File: config.mk
export PLATFORM = sky130hd
export DESIGN_NAME = phase_accum
export DESIGN_NICKNAME = d
export VERILOG_FILES = /design/src/rtl/phase_accum.sv
export SDC_FILE = /design/constraint.sdc
export NUM_CORES = 1
export LEC_CHECK = 0
export ABC_AREA = 1
export ABC_CLOCK_PERIOD_IN_PS = 2700
export CORE_ASPECT_RATIO = 1.1
export CORE_MARGIN = 2
export CORE_UTILIZATION = 25
export DETAILED_ROUTE_END_ITERATION = 8
export SLEW_MARGIN = 40
export SYNTH_ARGS = -nofsm -noshare
export SYNTH_HDL_FRONTEND = slang
export SYNTH_SLANG_ARGS = --single-unit
export TNS_END_PERCENT = 5
File: constraint.sdc
create_clock -name clk_i -period 2.7 [get_ports clk_i]
set_clock_uncertainty 0.2 [all_clocks]
set_input_delay 0.675 -clock clk_i [delete_from_list [all_inputs] [get_ports clk_i]]
set_output_delay 0.675 -clock clk_i [all_outputs]
set_load 0.02 [all_outputs]
File: src/rtl/phase_accum.sv
// rtl/phase_accum.sv - two-phase operand capture and saturating accumulator
module phase_accum #(
  parameter int DATA_W = 16,
  parameter int ACC_W  = 24,
  parameter int LEN_W  = 8
) (
  input  logic              clk_i,
  input  logic              clear_i,
  input  logic              phi1_i,
  input  logic              phi2_i,
  input  logic              start_i,
  input  logic [LEN_W-1:0]  len_i,
  input  logic              in_valid_i,
  output logic              in_ready_o,
  input  logic [DATA_W-1:0] in_a_i,
  input  logic [DATA_W-1:0] in_b_i,
  output logic [ACC_W-1:0]  acc_o,
  output logic              out_valid_o,
  input  logic              out_ready_i,
  output logic              sat_o,
  output logic              busy_o,
  output logic [1:0]        ssp_intr_o
);

  typedef enum logic [1:0] {
    IDLE    = 2'd0,
    WAIT_P1 = 2'd1,
    OPND    = 2'd2,
    DONE    = 2'd3
  } state_t;

  state_t             state_q, state_d;
  logic [DATA_W-1:0]  op_a_q, op_b_q;
  logic [LEN_W-1:0]   remaining_q;
  logic [ACC_W-1:0]   acc_q;
  logic               sat_q;
  logic               done_pulse_q;

  // Exact adder; the sum path is isolated so approximate variants can replace it.
  logic [DATA_W:0]    op_sum;
  logic [ACC_W:0]     acc_sum;
  logic               acc_ovf;

  logic start_ok;
  logic capture;
  logic commit;
  logic last_op;

  assign op_sum  = {1'b0, op_a_q} + {1'b0, op_b_q};
  assign acc_sum = {1'b0, acc_q} + {{(ACC_W - DATA_W){1'b0}}, op_sum};
  assign acc_ovf = acc_sum[ACC_W];

  assign start_ok = (state_q == IDLE) && start_i;
  assign capture  = (state_q == WAIT_P1) && phi1_i && in_valid_i;
  assign commit   = (state_q == OPND) && phi2_i;
  assign last_op  = (remaining_q == LEN_W'(1));

  // State register; clear_i drops the FSM to IDLE from anywhere, even mid-run.
  always_ff @(posedge clk_i or negedge clear_i) begin
    if (!clear_i) begin
      state_q <= IDLE;
    end else begin
      state_q <= state_d;
    end
  end

  // Next state and handshake outputs; each phase event advances the state, so held levels act once.
  always_comb begin
    state_d     = state_q;
    in_ready_o  = 1'b0;
    out_valid_o = 1'b0;
    busy_o      = (state_q != IDLE);
    unique case (state_q)
      IDLE: begin
        if (start_i) begin
          state_d = (len_i == '0) ? DONE : WAIT_P1;
        end
      end
      WAIT_P1: begin
        in_ready_o = phi1_i;
        if (phi1_i && in_valid_i) begin
          state_d = OPND;
        end
      end
      OPND: begin
        if (phi2_i) begin
          state_d = last_op ? DONE : WAIT_P1;
        end
      end
      DONE: begin
        out_valid_o = 1'b1;
        if (out_ready_i) begin
          state_d = IDLE;
        end
      end
      default: state_d = IDLE;
    endcase
  end

  // Operand capture on phi1, length bookkeeping on phi2.
  always_ff @(posedge clk_i or negedge clear_i) begin
    if (!clear_i) begin
      op_a_q      <= '0;
      op_b_q      <= '0;
      remaining_q <= '0;
    end else begin
      if (start_ok) begin
        remaining_q <= len_i;
      end else if (commit) begin
        remaining_q <= remaining_q - LEN_W'(1);
      end
      if (capture) begin
        op_a_q <= in_a_i;
        op_b_q <= in_b_i;
      end
    end
  end

  // Saturating accumulate; result and sticky flag persist until the next start.
  always_ff @(posedge clk_i or negedge clear_i) begin
    if (!clear_i) begin
      acc_q <= '0;
      sat_q <= 1'b0;
    end else if (start_ok) begin
      acc_q <= '0;
      sat_q <= 1'b0;
    end else if (commit) begin
      if (acc_ovf) begin
        acc_q <= '1;
        sat_q <= 1'b1;
      end else begin
        acc_q <= acc_sum[ACC_W-1:0];
      end
    end
  end

  // Done interrupt is high only on the cycle the FSM first lands in DONE.
  always_ff @(posedge clk_i or negedge clear_i) begin
    if (!clear_i) begin
      done_pulse_q <= 1'b0;
    end else begin
      done_pulse_q <= (state_d == DONE) && (state_q != DONE);
    end
  end

  assign acc_o      = acc_q;
  assign sat_o      = sat_q;
  assign ssp_intr_o = {out_valid_o & ~out_ready_i, done_pulse_q};

endmodule

==> results of run 1 <==
-- layer usage --
layer	track usage [%]	up-vias	part of all wire, %
li1	-	2224	-
met1	17.74	1933	48
met2	21.19	87	47
met3	2.401	13	3.6
met4	5.053	0	1.6
met5	0	-	0
-- path summary, 6_finish.rpt --
| path | start | endpoint | slack (ps) | cells after the start |
|---|---|---|---|---|
| setup reg to reg | acc_o[1] | acc_o[21] | 110 | 14 |
| hold / removal | clear_i | remaining_q[6] | 140 | 2 |
| min in group clk_i | op_b_q[11] | op_b_q[11] | 290 | 2 |
| max in group asynchronous | clear_i | op_a_q[13] | 1840 | 2 |
| hold reg to reg | op_b_q[11] | op_b_q[11] | 290 | 2 |
| setup / recovery | acc_o[1] | acc_o[21] | 110 | 14 |
-- layout by cell type (no fill, tap or decap), types with 5 or more instances in the layout --
cell type,count
nor2_1,43
a21oi_1,13
ha_4,5
nand3b_1,5
inv_1,77
o211ai_1,9
nand3_2,11
dfrtp_1,68
nor3_1,5
ha_1,9
nand2_1,255
clkdlybuf4s50_1,73
clkbuf_16,9
nand2_2,10
nand3_1,43
fa_1,16
o21ai_0,7
buf_4,27
nand4_1,8
a21oi_2,5
-- worst max-delay path, stage by stage, from the launching register on --
cell and delay, ps:
dfrtp_1 390, fa_1 550, ha_2 190, inv_1 60
fa_2 340, inv_2 70, nand3_1 70, nand3_2 90
nand2_2 90, buf_4 150, nor2_1 90, nor2_1 60
nand3_1 60, nand3_1 70, nand2_1 60
-- sequential cells by signal, summed over array words and instances (netlist names) --
signal,count
sat_o,1
acc_o,24
state_q,2
remaining_q,8
op_b_q,16
op_a_q,16
done_pulse_q,1
-- power groups by stage --
stage	Sequential, µW	Clock, µW	Combinational [µW]
global placement	1700	0	4060
finish	1690	1160	4500
CTS	1690	1200	4150
floorplan	1710	0	2840
global route	1750	1230	5080
detailed placement	1710	0	4130
-- per-stage QoR --
step | power, µW | std cells
finish | 7354 | 990
global route | 8063 | 990
CTS | 7047 | 989
detailed placement | 5837 | 974
global placement | 5758 | 974
floorplan | 4549 | 640
-- area by class of cell --
type	instances	area share, %
multi-input cells	477	43.25
clock buffers	13	3.950
flip-flops and latches	68	26.86
repair buffers	105	15.72
clock inverters	2	0.5530
well taps	243	4.800
inverters	82	4.859
-- cells by family (layout without fill, tap and decap cells) --
kind of cell | Yosys count | count (layout) | share of synthesized area (%)
fa+ha+maj | 35 | 35 | 12.03
buf+inv | 95 | 202 | 8.198
compound gates | 39 | 39 | 5.164
simple gates | 401 | 401 | 38.04
xor+xnor | 2 | 2 | 0.3727
flops | 68 | 68 | 36.20
-- repair_timing --
item	CTS	global route
gates resized for setup	4	25
pin swaps	0	1
setup buffers	0	1
endpoints found under the setup margin	4	23
==> reports/results.ini, run 1 <==
[logic_synthesis]
async_reset_ff_share_pct = 100.0
ys_types = 39
avgSynthCellArea_um2 = 7.345
synthTopCellsByArea = dfrtp_1, nand2_1, fa_1
ys_seq_area_share_pct = 36.20
synth_edf_count = 0
synth.most_common_cell = nand2_1
synth_nets = 722
yosys.area.top_type = dfrtp_1
yosys_warnings = 0
syn_area_um2 = 4701
ys_top_cells_by_count = nand2_1, inv_1, dfrtp_1, nand3_1, nor2_1
synthCells = 640
ys_ff_latch = 68
synth_ff_type = dfrtp_1
synth_top_area_share_pct = 36.20

[power_and_ir_drop]
p_switching_uw = 3397
p_clk_share_pct = 15.8
comb_power_share_pct = 61.2
irDropWorstVdd_mv = 0.4553
p_sw_share_pct = 46.19
intPower_uw = 3957
p_leak_uw = 0.003266
pwr_density_cell_nw_per_um2 = 1161
p_seq_share_pct = 22.9

[die]
dieArea_um2 = 19920
core-area_um2 = 18410
fp-row-count = 52
io-pin-count = 77
die_h_um = 147.8
die_w_um = 134.7
start_util_pct = 25.53

[sta]
setup_violations = 0
max_freq_ghz = 0.3858
tns_ps = 0
hold_viol = 0
finalCriticalPeriod_ps = 2592
fin_crit_sh_pct = 95.99
worst_pin_slew_ps = 377.3
whs_ps = 143.3
rsz0062_at_grt = yes
slew_viol_final = 0
maxSlewHeadroom_pct = 74.85
fin_ws_ps = 108.2

[placement]
place_ws_ps = -79.83
dp_hpwl_um = 9684
portBuffers = 76
gp_congestion = 0.9036
dpl_cell_area_um2 = 5918

[route]
via_per_inst = 4.300
detail-route-antenna-nets = 0
wl_um = 12530
first_iter_violations = 250
drc_errors = 0
vias = 4257
dr.pass1.iters = 5
wl_per_cell_um = 12.65

[clock_network]
numCtsBuffers = 9
clk_latency_ps = 340
clock-sinks = 68
clk_pin_slew_ps = 60
cts.htree.levels = 3
cts_tree = done
ctsHoldBuffers = 0
cts_root_buf = clkbuf_16
clockBufferDepth = 2

[final_layout]
multi_input_area_um2 = 2740
nNetsFinal = 825
fin_util_pct = 34.40
register_area_um2 = 1702
syn_to_final_growth_pct = 34.76
post-route-cell-area_um2 = 6335
n_antenna_cell = 0
fillerInstances = 1957
drive_above_1_share_pct = 13.25

[global_route]
grt_max_degree = 69
antenna_found_initial = 0
track_usage_pct = 13.23
grt.overflow.total = 0
grt_pass1_wl_um = 20900
first_global_vias = 4212

[run]
max-cap-violations = 0

[hold_path]
hold_class = primary input to async pin

[setup_path]
worstPathArrival_ps = 2680
cp.required_ps = 2790
cp-end-kind = flip-flop
criticalPathCategory = flip-flop to flip-flop
cp-start-kind = flip-flop
cp_max_fo = 2

[outcome]
status = finished, final reports clean

(Power assumes the default switching activity.)
==> run 2, diff against run 1 <==
ABC_CLOCK_PERIOD_IN_PS = unset   (was 2700)
REMOVE_ABC_BUFFERS = 1   (was unset)
==> reports/results.ini, run 2 (synthesis gave the netlist of run 1 again) <==
[final_layout]
nNetsFinal = 833  ; +0.97%
drive_above_1_share_pct = 15.25  ; +2.0 points
largest_register_ff_count = 24  ; unchanged
n_antenna_cell = 0  ; unchanged
syn_to_final_growth_pct = 37.58
mostFrequentLayoutCells = nand2_1, inv_1, clkdlybuf4s50_1, dfrtp_1, nor2_1
instances_no_fill = 997  ; +0.71%
post-route-cell-area_um2 = 6467  ; +2.1%
final_common_cell = nand2_1

[placement]
portBuffers = 76  ; unchanged
dpl_cell_area_um2 = 6028  ; +1.9%
dp.cells = 982  ; +0.82%
place_ws_ps = -68.14  ; +11.69 ps
gp_congestion = 0.8927  ; -1.2%
dp_hpwl_um = 9725  ; +0.42%

[clock_network]
clk_pin_slew_ps = 60  ; about the same
cts_tree = done
ctsHoldBuffers = 0  ; unchanged
cts_root_buf = clkbuf_16
numCtsBuffers = 9  ; unchanged
clockBufferDepth = 2  ; unchanged
clk_latency_ps = 340  ; about the same
clock-sinks = 68  ; unchanged
cts.htree.levels = 3  ; unchanged

[run]
max-cap-violations = 0  ; unchanged

[setup_path]
cp-end-kind = flip-flop
cp.required_ps = 2730  ; -60 ps
cp_slowest_cell = fa_1
cp-start-kind = flip-flop
cp_slowest_stage_delay_ps = 600  ; +50 ps
cp_cell_sequence = fa_1 > ha_4 > a21oi_1 > nand2_1 > a21oi_2 > nand3_4 > buf_4 > a21oi_1 > nand2_1
cp_max_fo = 7  ; +5
reg2regPathDepth = 9  ; -5
worstPathArrival_ps = 2610  ; -70 ps
criticalPathCategory = flip-flop to flip-flop

[route]
via_per_inst = 4.326  ; +0.60%
vias = 4313  ; +1.3%
wl_um = 12570  ; +0.34%
detail-route-antenna-nets = 0  ; unchanged
dr.pass1.iters = 4  ; -1
drc_errors = 0  ; unchanged
wl_per_cell_um = 12.61  ; -0.37%
first_iter_violations = 286  ; +14%

[sta]
hold_viol = 0  ; unchanged
setup_violations = 0  ; unchanged
fin_ws_ps = 114.3  ; +6.035 ps
worst_pin_slew_ps = 408.8  ; +31.53 ps
rsz0062_at_grt = yes
max_freq_ghz = 0.3867  ; +0.23%
maxSlewHeadroom_pct = 72.74  ; -2.1 points
slew_viol_final = 0  ; unchanged
fin_crit_sh_pct = 95.77  ; -0.22 points
finalCriticalPeriod_ps = 2586  ; -6.035 ps

[global_route]
first_global_vias = 4410  ; +4.7%
grt_max_degree = 69  ; unchanged
track_usage_pct = 13.42  ; +0.18 points
grt.overflow.total = 0  ; unchanged
grt_pass1_wl_um = 21320  ; +2.0%
antenna_found_initial = 0  ; unchanged

[die]
dieArea_um2 = 19920  ; unchanged
io-pin-count = 77  ; unchanged
fp-row-count = 52  ; unchanged
die_h_um = 147.8  ; unchanged
start_util_pct = 25.53  ; unchanged
core-area_um2 = 18410  ; unchanged
die_w_um = 134.7  ; unchanged

[power_and_ir_drop]
pwr_density_cell_nw_per_um2 = 1158  ; -0.21%
irDropWorstVdd_mv = 0.3667  ; -19%
p_leak_uw = 0.003315  ; +1.5%

[hold_path]
hold_class = primary input to async pin

[outcome]
status = finished, final reports clean

run 2: cell count changes in the layout (fill, tap and decap cells not counted), moves of 2 or more:
cell and change:
a21oi_1 +2, a21oi_2 -2, clkbuf_1 -2, nand3_1 -3, nor2_1 -2, buf_4 +4
nand2_2 +3, buf_12 +4, nand2_1 -2, clkbuf_8 +2, nand3_2 +3
run 2: area by class of cell:
class                   instances  area (µm²)
multi-input cells             477        2770
repair buffers                113        1106
inverters                      82       307.8
clock inverters                 1       7.507
flip-flops and latches         68        1702
fillers                      1900       11950
well taps                     243       304.0
clock buffers                  13       270.3
run 2: routing by layer:
layer | track usage, % | routed length (µm) | vias to the layer above
met5 | 0 | 0 | -
met4 | 5.368 | 302 | 0
met3 | 2.709 | 492 | 17
met2 | 22.66 | 6065 | 78
met1 | 16.72 | 5709 | 1988
li1 | - | - | 2230
run 2: worst max-delay path: cells and delay by family, from the launching register on:
| family | cells | cell delay, ps |
|---|---|---|
| compound gates | 3 | 560 |
| fa+ha+maj | 2 | 830 |
| buf+inv | 1 | 170 |
| flops | 1 | 400 |
| simple gates | 3 | 310 |
run 2: final timing paths:
path / from / end / slack [ps]
min in group clk_i: sat_o / sat_o / 290
min: clear_i / acc_o[3] / 120
max reg2reg: acc_o[15] / acc_o[21] / 110
max: acc_o[15] / acc_o[21] / 110
min reg2reg: sat_o / sat_o / 290
max in group asynchronous: clear_i / acc_o[4] / 1820
run 2: per-stage QoR:
step	utilization [%]	power [µW]	hold slack (ps)	TNS [ps]
final	35.13	7492	124.3	0
after global routing	35.13	8258	193.9	-143.9
after CTS	34.23	7126	174.7	0
after detailed placement	32.74	5968	279.1	-77.46
after global placement	32.74	5924	276.7	-61.27
after floorplan	-	4510	179.4	0
run 2: power by group:
| group | leakage [µW] | internal [µW] | switching, µW |
|---|---|---|---|
| clock | 0.000134 | 687 | 439 |
| sequential | 0.000880 | 1390 | 285 |
| combinational | 0.00230 | 1980 | 2720 |
run 2: timing repair:
| item | 4_1_cts | 5_1_grt |
|---|---|---|
| endpoints found under the setup margin | 2 | 18 |
| pin swaps | 0 | 7 |
| buffers inserted | 0 | 1 |
| gates resized for setup | 2 | 33 |
==> RTL change 1: new RTL, flow settings as in run 2 <==
Set the parameter `LEN_W` to 16 (it was 8).
--- a/src/rtl/phase_accum.sv
+++ b/src/rtl/phase_accum.sv
@@ -2,7 +2,7 @@
 module phase_accum #(
   parameter int DATA_W = 16,
   parameter int ACC_W  = 24,
-  parameter int LEN_W  = 8
+  parameter int LEN_W  = 16
 ) (
   input  logic              clk_i,
   input  logic              clear_i,
Ports: changed (resized len_i); port bits go from 77 to 85. The function was not compared with the original's and may differ.
==> RTL change 1 against run 2 <==
- global-route usage up 0.51 points
- first-iteration DRC count is 3.8% higher
- routed wire length is 16% higher
- design area rose by 8.9%
- sequential cell count rose by 8
- total power increased by 8.0%
- largest cell class unchanged
- synthesized area grew 12%
- sequential power rose by 14%
- fmax shrank 0.25%
- clock power grew 9%
- utilization is 0.91 points lower
- largest power group unchanged
- highest routed layer unchanged
- setup slack lost 0.0064 ns
==> RTL change 1: results (changes against run 2) <==
* Synth area leaders: dfrtp_1 36%, nand2_1 21%, fa_1 6.5% (was dfrtp_1 36%, nand2_1 21%, fa_1 7.2%)
* Wire length on met2 at 7060 µm (was 6070 µm)
* Pin count of the biggest net entering global routing at 43 (was 69)
* Final total power at 8.09 mW (was 7.49 mW)
* Fillcell total at 2,164 (was 1,900)
* Seq/Total Area, Yosys at 0.362 (about the same)
* Initial DRC count at 297 (was 286)
* Met2 Use GR at 0.237 (was 0.227)
* Antenna Violating Nets Remaining at 0 (unchanged)
* WL met3 at 778 µm (was 492 µm)
* GR met3 Demand/Resource at 0.0378 (was 0.0271)
* Outcome: finished clean (unchanged)
* Vias at 4,813 (was 4,313)
* TritonRoute pass-1 iters at 5 (was 4)
* Met1 Resource Use GR at 0.174 (was 0.167)
* CP Data Arrival Time at 2.62 ns (was 2.61 ns)
* Pleak at 3.61 nW (was 3.31 nW)
* CTS H-tree lvls at 3 (unchanged)
* Mux contribution to synthesized area at 0 (unchanged)
* Clock Latency Late Sink at 0.35 ns
* Mapped Cells at 720 (was 640)
* VDD IR max at 0.000336 V (was 0.000367 V)
* HPWL Detailed at 11,200 µm (was 9730 µm)
* Fin Setup TNS at 0 ns (unchanged)
* Root Driver: clkbuf_16 (unchanged)
* Wire length of the first global-routing pass at 24,300 µm (was 21,300 µm)
* Met1 wire length at 6560 µm (was 5710 µm)
* Synth Area in Compound Gates at 0.0595 (was 0.0516)
* Share of cells above drive strength 1 at 0.134 (was 0.153)
* P_sw at 3.72 mW (was 3.44 mW)
* Placed Area at 0.00657 mm² (was 0.00603 mm²)
* Routed length per instance at 13.4 µm (was 12.6 µm)
* Vias/cell at 4.43 (was 4.33)
* Slew Limit Headroom at 0.609 (was 0.727)
* Pre-CTS setup slack at -0.0813 ns (was -0.0681 ns)
* RePlAce Congestion at 0.903 (was 0.893)
* Post-Synth Adder-Cell Area at 0.108 (was 0.120)
* All-Layer GR Usage at 0.139 (was 0.134)
* Clk slew on worst S/H paths at 0.06 ns (about the same)
* P&R area growth vs syn at 34.0% (was 37.6%)
* Nets at 918 (was 833)
* Buffers on Ports at 84 (was 76)
* Synth cell types at 41 (was 39)
* Max FO, Critical Path at 5 (was 7)
* Vias in the first global route at 4,921 (was 4,410)
* XOR/XNOR Fraction of Synth Area at 0.0167 (was 0.00373)
* Most instantiated cells after synthesis: 287 x nand2_1, 86 x inv_1, 76 x dfrtp_1 (was 261 x nand2_1, 78 x inv_1, 68 x dfrtp_1)
## RTL change 1: layout make-up
type                    count  share of cell area
multi-input cells         535               0.438
flip-flops and latches     76               0.270
clock inverters             2             0.00498
well taps                 256              0.0455
inverters                  93              0.0496
repair buffers            113               0.155
clock buffers              12              0.0364
## RTL change 1: cell families (layout without fill, tap and decap cells)
kind of cell    count (synthesis)  after routing
fa+ha+maj                      35             35
flops                          76             76
xor+xnor                       10             10
buf+inv                       109            220
simple gates                  442            442
compound gates                 48             48
## RTL change 1: power by group through the flow
stage | clock network [mW] | logic [mW] | registers (mW)
after global placement | 0 | 4.45 | 1.90
after global routing | 1.31 | 5.63 | 1.96
after CTS | 1.26 | 4.53 | 1.90
final | 1.23 | 4.97 | 1.90
after floorplan | 0 | 3.09 | 1.92
after detailed placement | 0 | 4.50 | 1.91
## RTL change 1: worst paths after layout
check	to	slack (ns)	depth (start not counted)	startpoint
max	acc_o[9]	0.11	10	acc_o[8]
min	acc_o[4]	0.09	1	clear_i
max reg2reg	acc_o[9]	0.11	10	acc_o[8]
min reg2reg	op_b_q[3]	0.29	2	op_b_q[3]
max in group asynchronous	acc_o[14]	1.62	2	clear_i
min in group clk_i	op_b_q[3]	0.29	2	op_b_q[3]
## RTL change 1: what timing repair did
action / CTS / global route
endpoints found under the setup margin: 4 / 25
gates resized for setup: 3 / 34
setup buffers: 0 / 2
pin swaps: 0 / 7
## RTL change 1: worst max-delay path, stage by stage, from the launching register on
cell     delay, ns
dfrtp_1       0.42
fa_1          0.60
ha_4          0.23
nand2_1       0.13
inv_1         0.07
a21oi_2       0.18
nand2_4       0.09
buf_4         0.14
or2_2         0.26
nand3_1       0.09
nand3_2       0.08
==> RTL change 2: new RTL, flow settings as in run 2 <==
Made on the original files. Re-encode `state_t` (4 states) as Gray code, 2 bits wide.
--- a/src/rtl/phase_accum.sv
+++ b/src/rtl/phase_accum.sv
@@ -23,10 +23,10 @@
 );
 
   typedef enum logic [1:0] {
-    IDLE    = 2'd0,
-    WAIT_P1 = 2'd1,
-    OPND    = 2'd2,
-    DONE    = 2'd3
+    IDLE    = 2'b00,
+    WAIT_P1 = 2'b01,
+    OPND    = 2'b11,
+    DONE    = 2'b10
   } state_t;
 
   state_t             state_q, state_d;
Behaviour: no difference found for any inputs over 10 cycles, from zero or initial values; not proved beyond that.
==> RTL change 2 against run 2 <==
- design area decreased by 0.46%
- hold slack got worse by 0.013 ns
- synthesized area increased by 0.64%
- sequential cell count unchanged
- setup slack improved by 0.0015 ns
- count of clock-buffer cells in the layout decreased by 2
- first-iteration DRC count decreased by 26%
- routed wire length increased by 0.99%
- fmax about the same
- total power increased by 16%
- critical path type unchanged
- critical endpoint is now acc_o[17]
==> RTL change 2: results (changes against run 2) <==
* Synth area leaders: dfrtp_1 36%, nand2_1 21%, fa_1 7.2% (unchanged)
* Max FO, Critical Path at 3 (was 7)
* Mapped Cells at 650 (was 640)
* Clk slew on worst S/H paths at 0.06 ns (about the same)
* Synth cell types at 33 (was 39)
* Met2 Use GR at 0.219 (was 0.227)
* RePlAce Congestion at 0.876 (was 0.893)
* R2R Path End: acc_o[17] (was acc_o[21])
* Wire length of the first global-routing pass at 20,700 µm (was 21,300 µm)
* Critical R2R Launch: op_b_q[1] (was acc_o[15])
* Yosys warning count at 0 (unchanged)
* Fillcell total at 2,015 (was 1,900)
* Nets at 832 (was 833)
* Pleak at 3.32 nW (was 3.31 nW)
* Most instantiated cells after synthesis: 270 x nand2_1, 80 x inv_1, 68 x dfrtp_1 (was 261 x nand2_1, 78 x inv_1, 68 x dfrtp_1)
* Outcome: finished clean (unchanged)
* Clock Latency Late Sink at 0.35 ns
* Wire length on met2 at 6060 µm (was 6070 µm)
* Pin count of the biggest net entering global routing at 69 (unchanged)
* CP Data Arrival Time at 2.61 ns (about the same)
* Post-cts resize count at 3 (was 2)
* CTS H-tree lvls at 3 (unchanged)
* Slowest stage delay, CP at 0.55 ns (was 0.60 ns)
* Root Driver: clkbuf_16 (unchanged)
* Seq/Total Area, Yosys at 0.360 (was 0.362)
* Slew Limit Headroom at 0.725 (was 0.727)
* Initial antenna violation count at 0 (unchanged)
* HPWL Detailed at 9530 µm (was 9730 µm)
* Met1 wire length at 5840 µm (was 5710 µm)
* Register-to-Register Path Depth at 14 (was 9)
* WL met3 at 561 µm (was 492 µm)
* Largest register FFs at 24 (unchanged)
* Share of cells above drive strength 1 at 0.130 (was 0.153)
* All-Layer GR Usage at 0.132 (was 0.134)
* Placed cells at 982 (unchanged)
* GR met3 Demand/Resource at 0.0320 (was 0.0271)
* Fraction of registers with async set/reset at 1.00 (unchanged)
* VDD IR max at 0.000398 V (was 0.000367 V)
* Vias at 4,283 (was 4,313)
* Main flop type after synthesis: dfrtp_1 (unchanged)
* Routed length per instance at 12.7 µm (was 12.6 µm)
* Initial DRC count at 211 (was 286)
* Met1 Resource Use GR at 0.164 (was 0.167)
RTL change 2: kinds of logic after synthesis:
family                   Yosys count  share of synthesized area
AO/OA/AOI/OAI                     39                     0.0513
XOR/XNOR                           3                    0.00556
adder cells (fa/ha/maj)           35                      0.120
buffers and inverters             98                     0.0825
flip-flops                        68                      0.360
AND/OR/NAND/NOR                  407                      0.381
RTL change 2: power breakdown:
group          internal, mW  total [mW]  switching (mW)
Combinational          2.38        5.67            3.29
Sequential             1.43        1.74           0.313
Clock                 0.851        1.30           0.446
RTL change 2: stage by stage:
| step | area [µm²] | hold WS, ns | total power [mW] | setup slack [ns] | utilization |
|---|---|---|---|---|---|
| after detailed placement | 5970 | 0.281 | 6.98 | -0.0845 | 0.323 |
| after CTS | 6300 | 0.159 | 8.37 | 0.0139 | 0.341 |
| after floorplan | 4660 | 0.179 | 5.31 | -0.148 | - |
| after global placement | 5970 | 0.276 | 6.95 | -0.0827 | 0.323 |
| final | 6440 | 0.111 | 8.71 | 0.116 | 0.348 |
| after global routing | 6440 | 0.172 | 9.58 | -0.0569 | 0.348 |
RTL change 2: layout make-up:
type / instances / area, µm² / area share
clock buffers: 11 / 253 / 0.0393
clock inverters: 4 / 72.6 / 0.0113
inverters: 86 / 323 / 0.0501
multi-input cells: 484 / 2780 / 0.432
flip-flops and latches: 68 / 1700 / 0.264
well taps: 243 / 304 / 0.0472
repair buffers: 101 / 1000 / 0.156
RTL change 2: worst max-delay path by stage:
stage	slack, ns	end	cells after the start	start
after floorplan	-0.15	done_pulse_q	8	phi1_i
after global placement	-0.08	in_ready_o	4	phi1_i
after detailed placement	-0.08	in_ready_o	4	phi1_i
after CTS	0.01	acc_o[15]	13	acc_o[1]
after global routing	-0.06	acc_o[17]	14	op_b_q[1]
final	0.12	acc_o[17]	14	op_b_q[1]
